[config.mk]
export PLATFORM = sky130hd
export DESIGN_NAME = sram22_arb2_1024x8
export DESIGN_NICKNAME = d
export VERILOG_FILES = /design/src/rtl/sram22_arb_pkg.sv /design/src/rtl/sram22_rr_arb2.sv /design/src/rtl/sram22_arb2_1024x8.sv
export SDC_FILE = /design/constraint.sdc
export NUM_CORES = 1
export LEC_CHECK = 0
export CORE_UTILIZATION = 31
export DETAILED_ROUTE_END_ITERATION = 8
export GPL_ROUTABILITY_DRIVEN = 0
export PLACE_DENSITY = 0.81
export SLEW_MARGIN = 15
export SYNTH_ARGS = -nofsm -noshare
export SYNTH_HDL_FRONTEND = slang
export SYNTH_SLANG_ARGS = --single-unit
[constraint.sdc]
create_clock -name clk -period 1.8 [get_ports clk]
set_input_delay 0.27 -clock clk [delete_from_list [all_inputs] [get_ports clk]]
set_output_delay 0.27 -clock clk [all_outputs]
set_load 0.005 [all_outputs]
[src/rtl/sram22_arb_pkg.sv]
// Shared widths, depth and controller state type for the two-port sram22 arbiter.
package sram22_arb_pkg;

  localparam int ADDR_WIDTH_DEF  = 10;
  localparam int DATA_WIDTH_DEF  = 8;
  localparam int WMASK_WIDTH_DEF = 8;
  localparam int RAM_DEPTH       = 1 << ADDR_WIDTH_DEF;

  typedef enum logic {
    INIT,
    RUN
  } arb_state_t;

endpackage

[src/rtl/sram22_rr_arb2.sv]
// Two-way round-robin grant with a priority pointer that flips away from each winner.
module sram22_rr_arb2 (
  input  logic clk,
  input  logic rst,
  input  logic en,
  input  logic valid0,
  input  logic valid1,
  output logic grant0,
  output logic grant1,
  output logic winner
);

  logic prio;

  // A lone requester always wins; the pointer only breaks ties.
  always_comb begin
    winner = (valid0 && valid1) ? prio : valid1;
    grant0 = en & valid0 & ~winner;
    grant1 = en & valid1 & winner;
  end

  always_ff @(posedge clk) begin
    if (rst) begin
      prio <= 1'b0;
    end else if (grant0 | grant1) begin
      prio <= ~winner;
    end
  end

endmodule

[src/rtl/sram22_arb2_1024x8.sv]
// Shares one single-port sram22 macro between two requesters with round-robin grant.
// Define SRAM22_ARB_INIT_EN to zero the whole array after every reset before accepting requests.
module sram22_arb2_1024x8
  import sram22_arb_pkg::*;
#(
  parameter int ADDR_WIDTH  = ADDR_WIDTH_DEF,
  parameter int DATA_WIDTH  = DATA_WIDTH_DEF,
  parameter int WMASK_WIDTH = WMASK_WIDTH_DEF
) (
  input  logic                   clk,
  input  logic                   rst,
  input  logic                   req0_valid,
  output logic                   req0_ready,
  input  logic                   req0_we,
  input  logic [WMASK_WIDTH-1:0] req0_wmask,
  input  logic [ADDR_WIDTH-1:0]  req0_addr,
  input  logic [DATA_WIDTH-1:0]  req0_din,
  input  logic                   req1_valid,
  output logic                   req1_ready,
  input  logic                   req1_we,
  input  logic [WMASK_WIDTH-1:0] req1_wmask,
  input  logic [ADDR_WIDTH-1:0]  req1_addr,
  input  logic [DATA_WIDTH-1:0]  req1_din,
  output logic                   rsp0_valid,
  output logic [DATA_WIDTH-1:0]  rsp0_rdata,
  output logic                   rsp1_valid,
  output logic [DATA_WIDTH-1:0]  rsp1_rdata,
  output logic                   init_done,
  output logic                   sram_rstb,
  output logic                   sram_ce,
  output logic                   sram_we,
  output logic [WMASK_WIDTH-1:0] sram_wmask,
  output logic [ADDR_WIDTH-1:0]  sram_addr,
  output logic [DATA_WIDTH-1:0]  sram_din,
  input  logic [DATA_WIDTH-1:0]  sram_dout
);

  logic                   init_done_q;
  logic                   init_wr;
  logic [ADDR_WIDTH-1:0]  init_addr;
  logic                   grant0, grant1, winner, xfer;
  logic                   g_we;
  logic [WMASK_WIDTH-1:0] g_wmask;
  logic [ADDR_WIDTH-1:0]  g_addr;
  logic [DATA_WIDTH-1:0]  g_din;
  logic                   rsp_valid_q, rsp_port_q;
  logic [DATA_WIDTH-1:0]  hold0, hold1;

  sram22_rr_arb2 u_arb (
    .clk    (clk),
    .rst    (rst),
    .en     (init_done_q & ~rst),
    .valid0 (req0_valid),
    .valid1 (req1_valid),
    .grant0 (grant0),
    .grant1 (grant1),
    .winner (winner)
  );

  assign xfer       = grant0 | grant1;
  assign req0_ready = grant0;
  assign req1_ready = grant1;

  assign g_we    = winner ? req1_we    : req0_we;
  assign g_wmask = winner ? req1_wmask : req0_wmask;
  assign g_addr  = winner ? req1_addr  : req0_addr;
  assign g_din   = winner ? req1_din   : req0_din;

`ifdef SRAM22_ARB_INIT_EN
  arb_state_t state;

  // Sweep every word once, then hand the macro over to the requesters.
  always_ff @(posedge clk) begin
    if (rst) begin
      state       <= INIT;
      init_addr   <= '0;
      init_done_q <= 1'b0;
    end else begin
      case (state)
        INIT: begin
          init_addr <= init_addr + 1'b1;
          if (init_addr == '1) begin
            state       <= RUN;
            init_done_q <= 1'b1;
          end
        end
        default: state <= RUN;
      endcase
    end
  end

  assign init_wr = (state == INIT) & ~rst;
`else
  always_ff @(posedge clk) begin
    if (rst) begin
      init_done_q <= 1'b0;
    end else begin
      init_done_q <= 1'b1;
    end
  end

  assign init_wr   = 1'b0;
  assign init_addr = '0;
`endif

  assign sram_rstb  = ~rst;
  assign sram_ce    = init_wr | xfer;
  assign sram_we    = init_wr | (xfer & g_we);
  assign sram_wmask = init_wr ? '1        : g_wmask;
  assign sram_addr  = init_wr ? init_addr : g_addr;
  assign sram_din   = init_wr ? '0        : g_din;
  assign init_done  = init_done_q & ~rst;

  // The macro returns read data one cycle after the command, so tag who asked.
  always_ff @(posedge clk) begin
    if (rst) begin
      rsp_valid_q <= 1'b0;
      rsp_port_q  <= 1'b0;
    end else begin
      rsp_valid_q <= xfer & ~g_we;
      rsp_port_q  <= winner;
    end
  end

  assign rsp0_valid = rsp_valid_q & ~rsp_port_q & ~rst;
  assign rsp1_valid = rsp_valid_q &  rsp_port_q & ~rst;

  // Capture the last delivered word so rdata stays put between pulses.
  always_ff @(posedge clk) begin
    if (rst) begin
      hold0 <= '0;
      hold1 <= '0;
    end else begin
      if (rsp0_valid) hold0 <= sram_dout;
      if (rsp1_valid) hold1 <= sram_dout;
    end
  end

  assign rsp0_rdata = rsp0_valid ? sram_dout : hold0;
  assign rsp1_rdata = rsp1_valid ? sram_dout : hold1;

endmodule

==> results of run 1 <==
[cell usage in the layout, fill, tap and decap left out, types with 2 or more instances in the layout]
cell type and n:
clkdlybuf4s50_1 65, clkbuf_2 8, dlymetal6s2s_1 3, a21oi_1 2, mux2_2 8, and2_1 16, dlygate4sd2_1 9, buf_8 2
inv_1 4, clkdlybuf4s15_1 2, mux2_4 34, buf_2 8, clkbuf_8 4, dfxtp_2 2, dfxtp_1 17, buf_6 28
buf_4 20, buf_16 2, buf_12 3
[sequential cells by signal (all words and copies together), names as in the netlist]
register,count
rsp_valid_q,1
hold0,8
rsp_port_q,1
init_done_q,1
hold1,8
u_arb.prio,1
[Yosys cell counts]
cell type   n  area, um2
nor3b_2     1       12.5
buf_8       2       30.0
nand3b_4    1       20.0
and2_1     16        100
mux2_2     16        180
and3b_1     1       8.76
inv_1       4       15.0
nor2b_1     2       12.5
a311oi_1    1       8.76
mux2_4     26        390
o21ai_0     2       10.0
o211ai_1    1       7.51
dfxtp_1    20        400
inv_2       1       3.75
nor3b_1     1       7.51
buf_6       1       11.3
a21oi_1     2       10.0
clkbuf_1    1       3.75
o21ai_4     1       16.3
nor2_1      1       3.75
and3_1      1       6.26
[critical path: stages (launching register included)]
cell and delay (ns):
dfxtp_4 0.37, buf_12 0.13, nand3b_2 0.13, buf_4 0.13, mux2_2 0.34, dlygate4sd2_1 0.28
[layout make-up]
| cell class | instances | area share [%] |
|---|---|---|
| flip-flops and latches | 20 | 14.2 |
| well taps | 48 | 2.10 |
| inverters | 5 | 0.656 |
| multi-input cells | 74 | 29.5 |
| clock buffers | 4 | 1.92 |
| repair buffers | 150 | 51.6 |
[per-layer routing]
| layer | vias to the layer above | GRT usage (%) | wire length (um) |
|---|---|---|---|
| met5 | - | 0 | 0 |
| li1 | 662 | - | - |
| met3 | 6 | 4.51 | 230 |
| met2 | 41 | 44.8 | 2980 |
| met4 | 0 | 4.35 | 78 |
| met1 | 657 | 24.8 | 1980 |
[how the worst max path moves through the flow]
| stage | cells past startpoint | to | from | slack (ns) |
|---|---|---|---|---|
| final | 5 | rsp1_rdata[5] | rsp_port_q | -0.09 |
| after floorplan | 3 | sram_addr[0] | u_arb.prio | 0.37 |
| after global placement | 6 | sram_wmask[0] | req0_valid | -0.44 |
| after detailed placement | 6 | sram_wmask[0] | req0_valid | -0.47 |
| after global routing | 5 | rsp1_rdata[5] | rsp_port_q | -0.12 |
| after CTS | 4 | rsp1_rdata[6] | rsp_valid_q | -0.14 |
[cell families after synthesis]
logic type | Yosys count | share of synthesized area [%]
buf+inv | 9 | 5.07
mux | 42 | 45.3
simple gates | 24 | 13.6
flops | 20 | 31.8
compound gates | 7 | 4.18
[timing repair]
item | CTS | global route
pin swaps | 2 | 2
gates resized for setup | 169 | 36
setup endpoints to repair | 49 | 41
setup buffers | 14 | 9
gates cloned | 3 | 1
[report_power, final]
part | internal [mW] | total (mW) | switching [mW] | leakage [nW]
registers | 0.451 | 0.458 | 0.00618 | 0.164
logic | 0.373 | 0.530 | 0.157 | 1.28
clock network | 0.195 | 0.340 | 0.145 | 0.0288
==> results.tsv, run 1 <==
stage	metric	value	unit
floorplanning	DIE WIDTH	65.7	um
synth	Synth cell types	21	
finish	diodes inserted	0	
floorplanning	core area	3770	um2
critical_path	Worst Path Arrival	1.62	ns
routing	drt pass-1 iters	4	
critical_path	critical path peak fanout	4	
grt	vias in the first global route	1395	
critical_path	Reg2Reg Depth	6	
grt	Global Route Usage Sum	22.9	%
worst_hold_path	hold_sp	rst	
clock_tree	worst skew pair latency	0.26	ns
finish	Fill cells	247	
critical_path	crit path capture type	output port	
synth	Mean Syn Cell Area	12.3	um2
placed_design	port bufs	115	
placed_design	dpl ws	-0.467	ns
clock_tree	clock slew at reported path FFs	0.07	ns
power_and_ir_drop	Pleak	1.48	nW
synth	sequential share of the synthesized area	31.8	%
grt	first-pass GRT wire length	7290	um
placed_design	DP Wirelength	3570	um
sta	Final WS setup	-0.0940	ns
critical_path	WS Path Type	reg2out	
placed_design	DP Cell Count	274	
synth	syn nets	168	
grt	pin count of the biggest net entering global routing	18	
synth	FF+latch count, synth	20	
critical_path	flop2flop setup slack	0.32	ns
floorplanning	Die H	65.7	um
floorplanning	starting density of the core	33.4	%
sta	Fmax	0.528	GHz
sta	worst-margin pin slew	0.267	ns
sta	Clock Skews	0.00386	ns
grt	initial antenna violation count	0	
flow_run	max-cap viol count	0	
worst_hold_path	hold depth	3	
grt	grt ovf	0	
finish	Non-Filler Instances	301	
power_and_ir_drop	power per cell area	464	nW/um2
floorplanning	num rows	22	
synth	Ys Warns	0	
critical_path	reg2reg start	rsp_port_q	
synth	Post-Syn Area	1260	um2
status	violated checks	negative setup slack	
clock_tree	Clock Sinks	20	
sta	Final setup viols	17	
routing	WL final	5270	um
power_and_ir_drop	Tot Pwr	1.33	mW
sta	setup TNS	-0.716	ns
status	status	complete, but fails checks	
synth	synthesized instance count	102	
finish	Reg area	407	um2
clock_tree	clock root buffer	clkbuf_8	
sta	fin. max-slew vios	0	
sta	RSZ-0062 raised after global routing	yes	
clock_tree	H-tree depth	1	
sta	final worst path period share	105	%
critical_path	end of the worst register-to-register path	hold0[1]	
routing	vias	1366	
finish	post-layout util	75.9	%
routing	WL/cell	17.5	um
clock_tree	# hold bufs at CTS	0	
routing	ANT nets after route	0	
sta	clock period minus worst slack	1.89	ns
clock_tree	CTS buffer count	3	
floorplanning	Die Area	4320	um2
clock_tree	TritonCTS clock tree	built	
worst_hold_path	Hold Path End	u_arb.prio	
floorplanning	number of I/O pins	116	
worst_hold_path	Hold/Removal Path Class	in2reg	
finish	Finished Cell Area	2860	um2
sta	worst rel slew slack	82.0	%
placed_design	Post-DP Area	2530	um2
finish	Layout area overhead	127	%
sta	Final Hold Slack	0.408	ns
critical_path	CP startpoint kind	register	
routing	drt via density	4.54	
routing	initial DRC count	23	
finish	area of the multi-input gates	845	um2
finish	# nets final	320	
clock_tree	Max clock buf depth	2	
sta	Fin. Hold Viols	0	
critical_path	Critical Path RT	1.53	ns
routing	Residual DRC	0	
power_and_ir_drop	VDD IR max	0.000711	V
finish	share of cells above drive strength 1	49.8	%
Note: power is estimated with default switching activity, not from simulation.
==> run 2, diff against run 1 <==
CORE_MARGIN = 2   (was default)
==> run 2 against run 1 <==
Compared with the run above:
- the flow still finishes with violations (negative setup slack)
- non-clock buffer count increased by 3
- die area up 6.2%
- via count rose by 0.66%
- sequential share of layout area decreased by 0.30 points
- clock skew is 0.0010 ns lower
- critical path depth grew 2
- critical path type unchanged
==> results.tsv, run 2 (synthesized netlist as in run 1, its figures left out) <==
stage	metric	value	unit	change
sta	fin. max-slew vios	0		unchanged
routing	ANT nets after route	0		unchanged
clock_tree	clock slew at reported path FFs	0.07	ns	about the same
grt	vias in the first global route	1407		was 1395
finish	commonest non-fill, non-tap cells in the layout	clkdlybuf4s50_1 (65), buf_6 (38), mux2_4 (30)		was clkdlybuf4s50_1 (65), mux2_4 (34), buf_6 (28)
floorplanning	core area	3940	um2	was 3770 um2
critical_path	WS Path Type	reg2out		unchanged
clock_tree	worst skew pair latency	0.26	ns	about the same
sta	Clock Skews	0.00283	ns	was 0.00386 ns
finish	post-layout util	73.7	%	was 75.9%
floorplanning	starting density of the core	31.9	%	was 33.4%
critical_path	flop2flop setup slack	0.39	ns	was 0.32 ns
floorplanning	num rows	23		was 22
routing	initial DRC count	19		was 23
finish	most common cell after layout, fill and taps aside	clkdlybuf4s50_1		unchanged
critical_path	reg2reg start	rsp_port_q		unchanged
critical_path	Reg2Reg Depth	6		unchanged
power_and_ir_drop	power per cell area	499	nW/um2	was 464 nW/um2
clock_tree	H-tree depth	1		unchanged
critical_path	WP buf/inv	5		was 3
finish	Non-Filler Instances	306		was 301
sta	RSZ-0062 raised after global routing	yes		unchanged
sta	worst rel slew slack	86.4	%	was 82.0%
sta	final worst path period share	105	%	about the same
critical_path	critical path peak fanout	5		was 4
routing	drt pass-1 iters	4		unchanged
critical_path	crit path capture type	output port		unchanged
worst_hold_path	hold_sp	rst		unchanged
status	violated checks	negative setup slack		unchanged
critical_path	Critical Path RT	1.53	ns	about the same
power_and_ir_drop	Reg power frac	31.5	%	was 34.5%
placed_design	DP Wirelength	3450	um	was 3570 um
placed_design	port bufs	115		unchanged
critical_path	CP startpoint kind	register		unchanged
grt	Global Route Usage Sum	20.2	%	was 22.9%
routing	Residual DRC	0		unchanged
routing	drt via density	4.49		was 4.54
critical_path	crit path max-delay cell type	dfxtp_2		was dfxtp_4
clock_tree	CTS buffer count	3		unchanged
power_and_ir_drop	clock share of power	30.9	%	was 25.6%
sta	setup TNS	-0.282	ns	was -0.716 ns
clock_tree	Clock Sinks	20		unchanged
sta	worst-margin pin slew	0.202	ns	was 0.267 ns
floorplanning	DIE WIDTH	67.7	um	was 65.7 um
grt	first-pass GRT wire length	6890	um	was 7290 um
power_and_ir_drop	VDD IR max	0.000598	V	was 0.000711 V
finish	biggest regs	hold0 x8, hold1 x8		unchanged
critical_path	Critical path origin	u_arb.prio		was rsp_port_q
power_and_ir_drop	Int Power	1.14	mW	was 1.02 mW
clock_tree	Max clock buf depth	2		unchanged
routing	vias	1375		was 1366
placed_design	DP Cell Count	275		was 274
finish	# nets final	323		was 320
clock_tree	clock root buffer	clkbuf_8		unchanged
grt	pin count of the biggest net entering global routing	18		unchanged
sta	Final WS setup	-0.0865	ns	was -0.0940 ns
sta	clock period minus worst slack	1.89	ns	about the same
critical_path	delay-heaviest family, CP	buffers and inverters		unchanged
sta	Fin. Hold Viols	0		unchanged
sta	Final setup viols	10		was 17
power_and_ir_drop	Switching Power	0.313	mW	was 0.308 mW
floorplanning	number of I/O pins	116		unchanged
routing	WL/cell	16.1	um	was 17.5 um
power_and_ir_drop	Sw Ratio	21.6	%	was 23.2%
grt	grt ovf	0		unchanged
worst_hold_path	Hold Path End	u_arb.prio		unchanged
critical_path	end of the worst register-to-register path	hold0[0]		was hold0[1]
finish	Layout area overhead	131	%	was 127%
finish	share of cells above drive strength 1	50.8	%	was 49.8%
clock_tree	TritonCTS clock tree	built		unchanged
sta	Fmax	0.530	GHz	was 0.528 GHz
floorplanning	Die Area	4590	um2	was 4320 um2
critical_path	Critical Path Most Common Cell	buf_12		
routing	WL final	4930	um	was 5270 um
critical_path	Worst Path Arrival	1.62	ns	about the same
worst_hold_path	Hold/Removal Path Class	in2reg		unchanged
finish	diodes inserted	0		unchanged
grt	initial antenna violation count	0		unchanged
sta	Final Hold Slack	0.390	ns	was 0.408 ns
critical_path	CP cell instances	o21ai_4 -> buf_12 -> buf_12 -> buf_8 -> buf_4 -> mux2_4 -> buf_6		was buf_12 -> nand3b_2 -> buf_4 -> mux2_2 -> dlygate4sd2_1
flow_run	max-cap viol count	0		unchanged
critical_path	CP peak stage delay	0.34	ns	was 0.37 ns
status	status	complete, but fails checks		unchanged
power_and_ir_drop	Logic pwr share	37.5	%	was 39.9%
floorplanning	Die H	67.7	um	was 65.7 um
worst_hold_path	hold depth	3		unchanged
power_and_ir_drop	Pleak	1.47	nW	was 1.48 nW
-- run 2: cell count changes in the layout (fill, tap and decap cells not counted), sizes merged --
cell,delta
dlygate4sd2,+5
clkbuf,-1
clkdlybuf4s15,-2
buf,+3
dlymetal6s2s,-3
bufinv,+1
-- run 2: power by group through the flow --
stage / sequential [mW] / clock (mW) / combinational [mW]
2_1_floorplan: 0.467 / 0 / 0.155
3_3_place_gp: 0.466 / 0 / 0.458
3_5_place_dp: 0.467 / 0 / 0.465
4_1_cts: 0.457 / 0.457 / 0.515
5_1_grt: 0.458 / 0.479 / 0.577
6_report: 0.458 / 0.449 / 0.544
-- run 2: worst min-delay path: stages --
cell	delay, ns
clkbuf_2	0.14
buf_4	0.16
a311oi_1	0.04
-- run 2: layout make-up --
class / instances / area (um2)
Sequential cell: 20 / 404
Tap cell: 50 / 62.6
Multi-Input combinational cell: 74 / 846
Fill cell: 270 / 1040
Timing Repair Buffer: 153 / 1500
Clock buffer: 3 / 41.3
Inverter: 5 / 18.8
Clock inverter: 1 / 30.0
-- run 2: how the worst max path moves through the flow --
stage / end / slack, ns / cells past startpoint
3_3_place_gp: sram_wmask[7] / -0.44 / 6
3_5_place_dp: sram_wmask[7] / -0.46 / 6
5_1_grt: sram_din[6] / -0.13 / 7
4_1_cts: sram_din[6] / -0.09 / 7
2_1_floorplan: sram_addr[0] / 0.37 / 3
6_report: sram_din[6] / -0.09 / 7
-- run 2: routing by layer --
layer | share of wire (%) | global-route usage, % | wire (um) | vias up
met5 | 0 | 0 | 0 | -
met4 | 1.7 | 7.14 | 82 | 0
met3 | 5.7 | 5.17 | 283 | 10
met2 | 57 | 37.1 | 2800 | 42
met1 | 36 | 22.1 | 1760 | 656
li1 | - | - | - | 667
-- run 2: per-stage QoR --
step	power, mW	instance area, um2	setup WS [ns]
floorplan	0.623	1260	0.372
global placement	0.925	2540	-0.444
detailed placement	0.931	2540	-0.464
CTS	1.43	2870	-0.0855
global route	1.51	2910	-0.134
finish	1.45	2910	-0.0865
-- run 2: timing repair --
| item | in CTS | in global routing |
|---|---|---|
| setup buffers | 25 | 3 |
| pin swaps | 3 | 1 |
| hold buffers | 0 | 0 |
| setup endpoints to repair | 49 | 35 |
| gates cloned | 2 | 0 |
| resized for setup | 175 | 32 |
